**src/rtl/mips_pkg.sv**
```systemverilog
// Shared MIPS32 opcode values, fetch FSM state type and fetch defaults.
package mips_pkg;

    localparam logic [5:0] OP_RTYPE = 6'h00;
    localparam logic [5:0] OP_J     = 6'h02;
    localparam logic [5:0] OP_JAL   = 6'h03;
    localparam logic [5:0] OP_BEQ   = 6'h04;
    localparam logic [5:0] OP_BNE   = 6'h05;
    localparam logic [5:0] OP_ADDI  = 6'h08;
    localparam logic [5:0] OP_LW    = 6'h23;
    localparam logic [5:0] OP_SW    = 6'h2B;

    localparam logic [31:0] DEFAULT_RESET_PC = 32'h0000_0000;

    typedef enum logic {
        S_FETCH = 1'b0,
        S_ISSUE = 1'b1
    } fetch_state_e;

    // Sign-extended, word-scaled branch displacement.
    function automatic logic [31:0] branch_offset(input logic [15:0] imm);
        return {{14{imm[15]}}, imm, 2'b00};
    endfunction

endpackage

```
**src/rtl/instr_fetch_unit_next_pc_calc.sv**
```systemverilog
// Next-PC selection: jump > beq-taken > bne-taken > sequential.
module next_pc_calc
    import mips_pkg::*;
(
    input  logic [31:0] pc_i,
    input  logic [25:0] instr_i,
    input  logic        beq_i,
    input  logic        bne_i,
    input  logic        jump_i,
    input  logic        zero_i,
    output logic [31:0] next_pc_o,
    output logic [31:0] pc4_o
);

    logic [31:0] br_target;

    // Jump is tested first so that undriven branch flags during a jump never reach the PC.
    always_comb begin
        pc4_o     = pc_i + 32'd4;
        br_target = pc4_o + branch_offset(instr_i[15:0]);
        next_pc_o = pc4_o;
        if (jump_i) begin
            next_pc_o = {pc4_o[31:28], instr_i, 2'b00};
        end else if (beq_i && zero_i) begin
            next_pc_o = br_target;
        end else if (bne_i && !zero_i) begin
            next_pc_o = br_target;
        end
    end

endmodule

```
**src/rtl/instr_fetch_unit.sv**
```systemverilog
// Instruction fetch and PC sequencer: fetch one word, hold it until retired.
module instr_fetch_unit
    import mips_pkg::*;
#(
    parameter logic [31:0] RESET_PC = DEFAULT_RESET_PC
) (
    input  logic        i_clk,
    input  logic        i_rst,
    output logic        o_imem_req,
    output logic [31:0] o_imem_addr,
    input  logic        i_imem_ack,
    input  logic [31:0] i_imem_data,
    output logic [31:0] o_instr,
    output logic [5:0]  o_opcode,
    output logic        o_instr_valid,
    output logic [31:0] o_pc_plus4,
    input  logic        i_retire,
    input  logic        i_branch_beq,
    input  logic        i_branch_bne,
    input  logic        i_jump,
    input  logic        i_alu_zero
);

    fetch_state_e state_q, state_d;
    logic [31:0]  pc_q, pc_d;
    logic [31:0]  instr_q, instr_d;
    logic [31:0]  pc_plus4_q, pc_plus4_d;
    logic         valid_q, valid_d;
    logic [31:0]  next_pc;
    logic [31:0]  pc4;

    next_pc_calc u_next_pc (
        .pc_i      (pc_q),
        .instr_i   (instr_q[25:0]),
        .beq_i     (i_branch_beq),
        .bne_i     (i_branch_bne),
        .jump_i    (i_jump),
        .zero_i    (i_alu_zero),
        .next_pc_o (next_pc),
        .pc4_o     (pc4)
    );

    // Fetch/issue sequencing: ack only matters in S_FETCH, retire only in S_ISSUE.
    always_comb begin
        state_d    = state_q;
        pc_d       = pc_q;
        instr_d    = instr_q;
        pc_plus4_d = pc_plus4_q;
        valid_d    = valid_q;
        case (state_q)
            S_FETCH: begin
                if (i_imem_ack) begin
                    instr_d    = i_imem_data;
                    pc_plus4_d = pc4;
                    valid_d    = 1'b1;
                    state_d    = S_ISSUE;
                end
            end
            S_ISSUE: begin
                if (i_retire) begin
                    pc_d    = next_pc;
                    valid_d = 1'b0;
                    state_d = S_FETCH;
                end
            end
            default: state_d = S_FETCH;
        endcase
    end

    // State and architectural registers with synchronous reset.
    always_ff @(posedge i_clk) begin
        if (i_rst) begin
            state_q    <= S_FETCH;
            pc_q       <= RESET_PC;
            instr_q    <= '0;
            pc_plus4_q <= RESET_PC + 32'd4;
            valid_q    <= 1'b0;
        end else begin
            state_q    <= state_d;
            pc_q       <= pc_d;
            instr_q    <= instr_d;
            pc_plus4_q <= pc_plus4_d;
            valid_q    <= valid_d;
        end
    end

    // Request is masked by reset so an in-flight fetch is cancelled in the reset cycle.
    assign o_imem_req    = (state_q == S_FETCH) && !i_rst;
    assign o_imem_addr   = pc_q;
    assign o_instr       = instr_q;
    assign o_opcode      = instr_q[31:26];
    assign o_instr_valid = valid_q;
    assign o_pc_plus4    = pc_plus4_q;

endmodule
```
**config.mk**
```make
export PLATFORM = sky130hd
export DESIGN_NAME = instr_fetch_unit
export DESIGN_NICKNAME = d
export VERILOG_FILES = /design/src/rtl/mips_pkg.sv /design/src/rtl/instr_fetch_unit_next_pc_calc.sv /design/src/rtl/instr_fetch_unit.sv
export SDC_FILE = /design/constraint.sdc
export NUM_CORES = 1
export LEC_CHECK = 0
export BUFFER_PORTS_ARGS = -buffer_cell sky130_fd_sc_hd__buf_2
export CELL_PAD_IN_SITES_DETAIL_PLACEMENT = 0
export CELL_PAD_IN_SITES_GLOBAL_PLACEMENT = 1
export CORE_ASPECT_RATIO = 0.9
export CORE_MARGIN = 10
export CORE_UTILIZATION = 39
export DETAILED_ROUTE_END_ITERATION = 12
export MAX_ROUTING_LAYER = met4
export PLACE_DENSITY = 0.88
export SYNTH_ARGS = -nofsm -noshare
export SYNTH_HDL_FRONTEND = slang
export SYNTH_SLANG_ARGS = --single-unit
export TNS_END_PERCENT = 100
```
**constraint.sdc**
```tcl
create_clock -name i_clk -period 4.7 [get_ports i_clk]
set_input_delay 0.235 -clock i_clk [delete_from_list [all_inputs] [get_ports i_clk]]
set_output_delay 0.235 -clock i_clk [all_outputs]
set_load 0.005 [all_outputs]
```
Yosys cells after proc, flatten, opt, wreduce, memory -nomap -nowiden
Index checks and enable logic that the tools add are counted.
- reductions and logical operators: 8
- muxes and demuxes: 9
- add/sub/neg operators: 2
- equality and inequality tests: 2
- bitwise gates (word level): 1
- operators with widths (operator ; count):
    $mux W32 ; 3
    $add A32 B3 Y32 const B ; 1
    $add A32 B32 Y32 ; 1
    $reduce_and A2 Y1 ; 3
    $mux W1 ; 4
    $ne A2 B2 Y1 const B ; 2
    $pmux W1 S2 ; 2
    $logic_and A1 B1 Y1 ; 3
    $logic_not A1 Y1 ; 2
    $not A1 Y1 ; 1
- register bits after elaboration: 98
- bits of input ports: 40
- word-level logic and storage cells: 27
- output and inout bits: 104

Depth between registers and ports, before layout
- word-level depth: 5
- mapped depth: 17

Hierarchy
From an unflattened synthesis, not the netlist that was laid out.
- cells, all modules: 864
- area total of the unflattened synthesis: 7220.7 µm²
- by module, submodules not included (module ; cells an instance ; seq. area each (µm²) ; area each (µm²) ; instances):
    instr_fetch_unit ; 451 ; 1961.9 ; 4408.0 ; 1
    next_pc_calc ; 413 ; 0.0 ; 2812.7 ; 1

Least setup slack after synthesis
OpenSTA, ideal clock, no wires.
- kind: flip-flop to flip-flop
- start point: register pc_q[2] (netlist: o_imem_addr[2])
- end point: register pc_q[31] (netlist: o_imem_addr[31])
- cell stages (with the launch flop): 17
- required time: 4.577 ns
- arrival: 3.840 ns
- path slack: 0.736 ns
- library setup time: 0.123 ns
- cells stage by stage: dfxtp_1 -> ha_1 -> nand4_1 -> nor2_1 -> nand4_1 -> nor3_1 -> xnor2_1 -> ha_1 -> nor2_1 -> nor2_1 -> o41ai_4 -> a21oi_1 -> o211ai_2 -> and4_1 -> or4b_1 -> a21oi_1 -> mux2_1
- longest elaborated chain between the ends: 5
- ends and longest elaborated chain (what ; RTL line ; source):
    start, declared ; instr_fetch_unit.sv:25 ; logic [31:0] pc_q, pc_d;
    start signal, assigned ; instr_fetch_unit.sv:80 ; pc_q <= pc_d;
    $add A32 B3 Y32 * ; instr_fetch_unit_next_pc_calc.sv:19 ; pc4_o = pc_i + 32'd4;
    net pc4[26] ; instr_fetch_unit.sv:30 ; logic [31:0] pc4;
    $add A32 B32 Y32 * ; instr_fetch_unit_next_pc_calc.sv:20 ; br_target = pc4_o + branch_offset(instr_i[15:0]);
    $mux W32 ; instr_fetch_unit_next_pc_calc.sv:26 ; end else if (bne_i && !zero_i) begin
    $mux W32 * ; instr_fetch_unit_next_pc_calc.sv:24 ; end else if (beq_i && zero_i) begin
    $mux W32 * ; instr_fetch_unit_next_pc_calc.sv:22 ; if (jump_i) begin
Mark *: on every way through the listed nets, which the timed path passes. The rest lies on a longest branch.
A chain may end at the register's enable or synchronous reset.

Worst setup path in the final report
Same ends and word-level chain as after synthesis.

==> impl_summary.txt <==
----------------------------------------------------
[Outcome]
  Result of the run ... completed

[Setup path]
  Critical Setup Path Class ... flop to flop
  Arr. time, crit path ... 4.52 ns
  Critical path destination ... o_imem_addr[31]$_SDFFE_PP0P_
  Required time worst endpoint ... 4.95 ns
  Terminus of the critical flop-to-flop path ... o_imem_addr[31]$_SDFFE_PP0P_
  Crit path launch type ... flop
  Register-to-Register Setup Slack ... 0.42 ns
  Cell depth of the worst flop-to-flop path ... 17
  Start point of the critical path ... o_imem_addr[2]$_SDFFE_PP0P_
  Endpoint type of the worst setup path ... flop
  Critical Path Fanout Max ... 9
  Start of the worst register-to-register path ... o_imem_addr[2]$_SDFFE_PP0P_

[Global route]
  Pin count of the biggest net entering global routing ... 66
  Total overflow reported by the global router ... 0
  Vias in the first global route ... between 5000 and 6000
  Initial antenna violation count ... 0
  Global-route wire length before repair ... about 31 mm
  GRT Overall Usage ... 0.187

[Clock tree]
  Buffer levels on the longest clock path ... 2
  Clock net sink count ... 94
  CTS tree ... built
  Clock network latency to the later pin of the worst-skew pair ... 0.36 ns
  Number of CTS-inserted buffers ... 9
  Clock-pin slew reported for the worst setup and hold paths after clock tree synthesis ... approximately 0.070 ns
  Total number of H-tree levels ... 3
  Post-CTS setup buffers ... 0
  Cell at the root of the clock tree ... clkbuf_16

[Timing]
  Post-layout min period ... about 4.3 ns
  Post-route fraction of the period consumed by the critical path ... 0.910
  Number of pins exceeding their max-slew limit in the final report ... 0
  Total negative slack ... 0 ns
  Unrepaired setup endpoints after global routing ... no
  Count of endpoints failing setup in the final report ... 0
  Upper clock frequency limit ... 234 MHz
  WHS ... 0.110 ns
  Relative slew slack ... 0.317
  Total count of hold-check failures in the final report ... 0
  Transition time of the tightest slew-check pin ... 1.02 ns
  Clock Skews ... 0.00930 ns

[Synth]
  Synth warn ... 0
  Ranking of synthesized cells by area ... dfxtp_1, ha_1, nand2_1
  Fraction of registers with async set or reset after synthesis ... 0
  Seq/Total Area, Yosys ... 0.311
  Cell count after synthesis ... around 800
  Yosys top cell by area ... dfxtp_1
  Synth Cell Area ... 0.00605 sq mm
  Main flop type after synthesis ... dfxtp_1
  Post-synth top area share ... 0.311
  Average cell area after synthesis ... 7.57 sq um
  Number of enable flip-flop cells after synthesis ... 0
  Synth Register Bits ... 94
  Number of distinct library cells after synthesis ... 70

[Drt]
  Wire length per cell after detailed routing ... between 15 and 20 microns
  Wirelength, routed ... 19.8 mm
  TritonRoute pass-1 iters ... 5
  Antenna Violating Nets Remaining ... 0
  Total number of vias ... roughly 6000
  Initial drt markers ... slightly above 500
  Via-to-Cell Ratio ... ~5.4
  Residual DRC ... 0

[Finish]
  Synthesis-to-layout area growth ... 18.8%
  Fraction of layout cells with a size suffix above 1 ... 0.200
  Finished Core Util ... 0.468
  Commonest cells after routing, fill and taps aside ... buf_2, nand2_1, nor2_1
  Antenna Cells ... 0
  Most common library cell in the layout ignoring fill and taps ... buf_2
  Post-layout nets ... a little under 1000

[Placed design]
  Routability cong. ... 0.934
  Detailed Place HPWL ... 14.6 mm
  Count of input and output buffers ... 139

[Die]
  Die boundary width ... 151 microns
  Area of the core region ... between 0.015 and 0.02 sq mm
  Total Die Area ... 0.0209 sq mm
  Effective utilization at floorplan ... 0.394
  Num ports ... 144
  Die height ... 138 microns
  Num rows ... between 40 and 50

[Min path]
  Type of the most critical hold path ... input port to flop

[Power and ir drop]
  Leakage Power ... 3.40 nW
  Cell area power density ... about 290 mW/mm^2
  Worst VDD drop ... 0.195 mV

[Job]
  Maxcap violations ... 0

----------------------------------------------------
cell families after synthesis:
kind of cell / count (synthesis) / synth area share
simple gates: 307 / 0.229
compound gates: 215 / 0.237
flops: 94 / 0.311
buf+inv: 91 / 0.0646
xor+xnor: 49 / 0.0710
fa+ha+maj: 37 / 0.0778
mux: 5 / 0.00869
other cells: 1 / 0.000620
worst min path at each step:
| stage | slack, ns | start | cells past startpoint | to |
|---|---|---|---|---|
| 3_5_place_dp | 0.46 | o_pc_plus4[3]$_SDFFE_PP0P_ | 2 | o_pc_plus4[3]$_SDFFE_PP0P_ |
| 5_1_grt | 0.11 | i_imem_data[22] | 3 | o_instr[22]$_SDFFE_PP0P_ |
| 6_report | 0.11 | i_imem_data[14] | 3 | o_instr[14]$_SDFFE_PP0P_ |
| 3_3_place_gp | 0.44 | o_pc_plus4[3]$_SDFFE_PP0P_ | 2 | o_pc_plus4[3]$_SDFFE_PP0P_ |
| 2_1_floorplan | 0.37 | i_imem_data[16] | 2 | o_instr[16]$_SDFFE_PP0P_ |
| 4_1_cts | 0.10 | i_imem_data[16] | 3 | o_instr[16]$_SDFFE_PP0P_ |
critical path: stages, from the launching register on:
cell and delay [ns]:
dfxtp_1 0.45, ha_1 0.24, nand4_1 0.17, nor2_1 0.14
buf_4 0.19, and4_1 0.24, xnor2_1 0.19, inv_1 0.08
ha_1 0.42, a211oi_2 0.23, nor2_1 0.11, o41ai_4 0.27
nand3b_2 0.13, o211ai_2 0.17, a31oi_1 0.12, or4b_1 0.52
a21oi_1 0.17, mux2_1 0.33
report_power, final:
part	switching (mW)	total, mW	leakage (nW)	internal [mW]
clock	0.320	0.829	0.166	0.509
sequential	0.0464	0.887	0.770	0.841
combinational	0.214	0.348	2.47	0.135
total	0.580	2.07	3.40	1.48
layout make-up:
type	instances	area, sq um
Clock buffer	13	270
Clock inverter	3	65.1
Fill cell	1577	8150
Inverter	39	146
Multi-Input combinational cell	617	3800
Sequential cell	94	1880
Tap cell	202	253
Timing Repair Buffer	148	763
flip-flops by register name, indices dropped and copies added (netlist names):
register,flops
o_imem_addr,30
o_instr,32
state_q,1
o_instr_valid,1
o_pc_plus4,30
cells in the mapped netlist, drive strengths merged, types with 2 or more instances:
cell type / number
a2111oi: 2
a211o: 3
a211oi: 35
a21boi: 3
a21o: 16
a21oi: 86
a221oi: 2
a31oi: 6
and2: 4
and3: 8
and4: 7
buf: 15
clkbuf: 37
dfxtp: 94
ha: 36
inv: 38
mux2: 2
mux2i: 3
nand2: 116
nand2b: 6
nand3: 22
nand3b: 3
nand4: 9
nand4b: 2
nor2: 97
nor2b: 3
nor3: 22
nor3b: 2
nor4: 2
o211ai: 18
o21a: 5
o21ai: 18
o21bai: 2
o221ai: 2
o31ai: 6
o41ai: 2
or4: 2
xnor2: 27
xor2: 22
metrics by stage:
| step | setup WS [ns] | instances | cell area [sq um] | total power, mW |
|---|---|---|---|---|
| CTS | 0.411 | 1116 | 7170 | 2.08 |
| global placement | 0.535 | 1100 | 6840 | 1.25 |
| detailed placement | 0.423 | 1100 | 6840 | 1.25 |
| finish | 0.424 | 1116 | 7180 | 2.07 |
| floorplan | 0.736 | 802 | 6060 | 1.12 |
| global route | 0.0414 | 1116 | 7180 | 2.15 |
repair_timing:
item                                    in CTS  in global routing
resized for setup                            0                  1
endpoints found under the setup margin       0                  1
hold buffers                                 0                  0
layer usage:
metal / GRT usage / part of all wire
met1: 0.272 / 0.52
met2: 0.242 / 0.39
met3: 0.0594 / 0.084
met4: 0.0400 / 0.010
met5: - / 0
No activity file was read; power rests on OpenSTA's default activity.
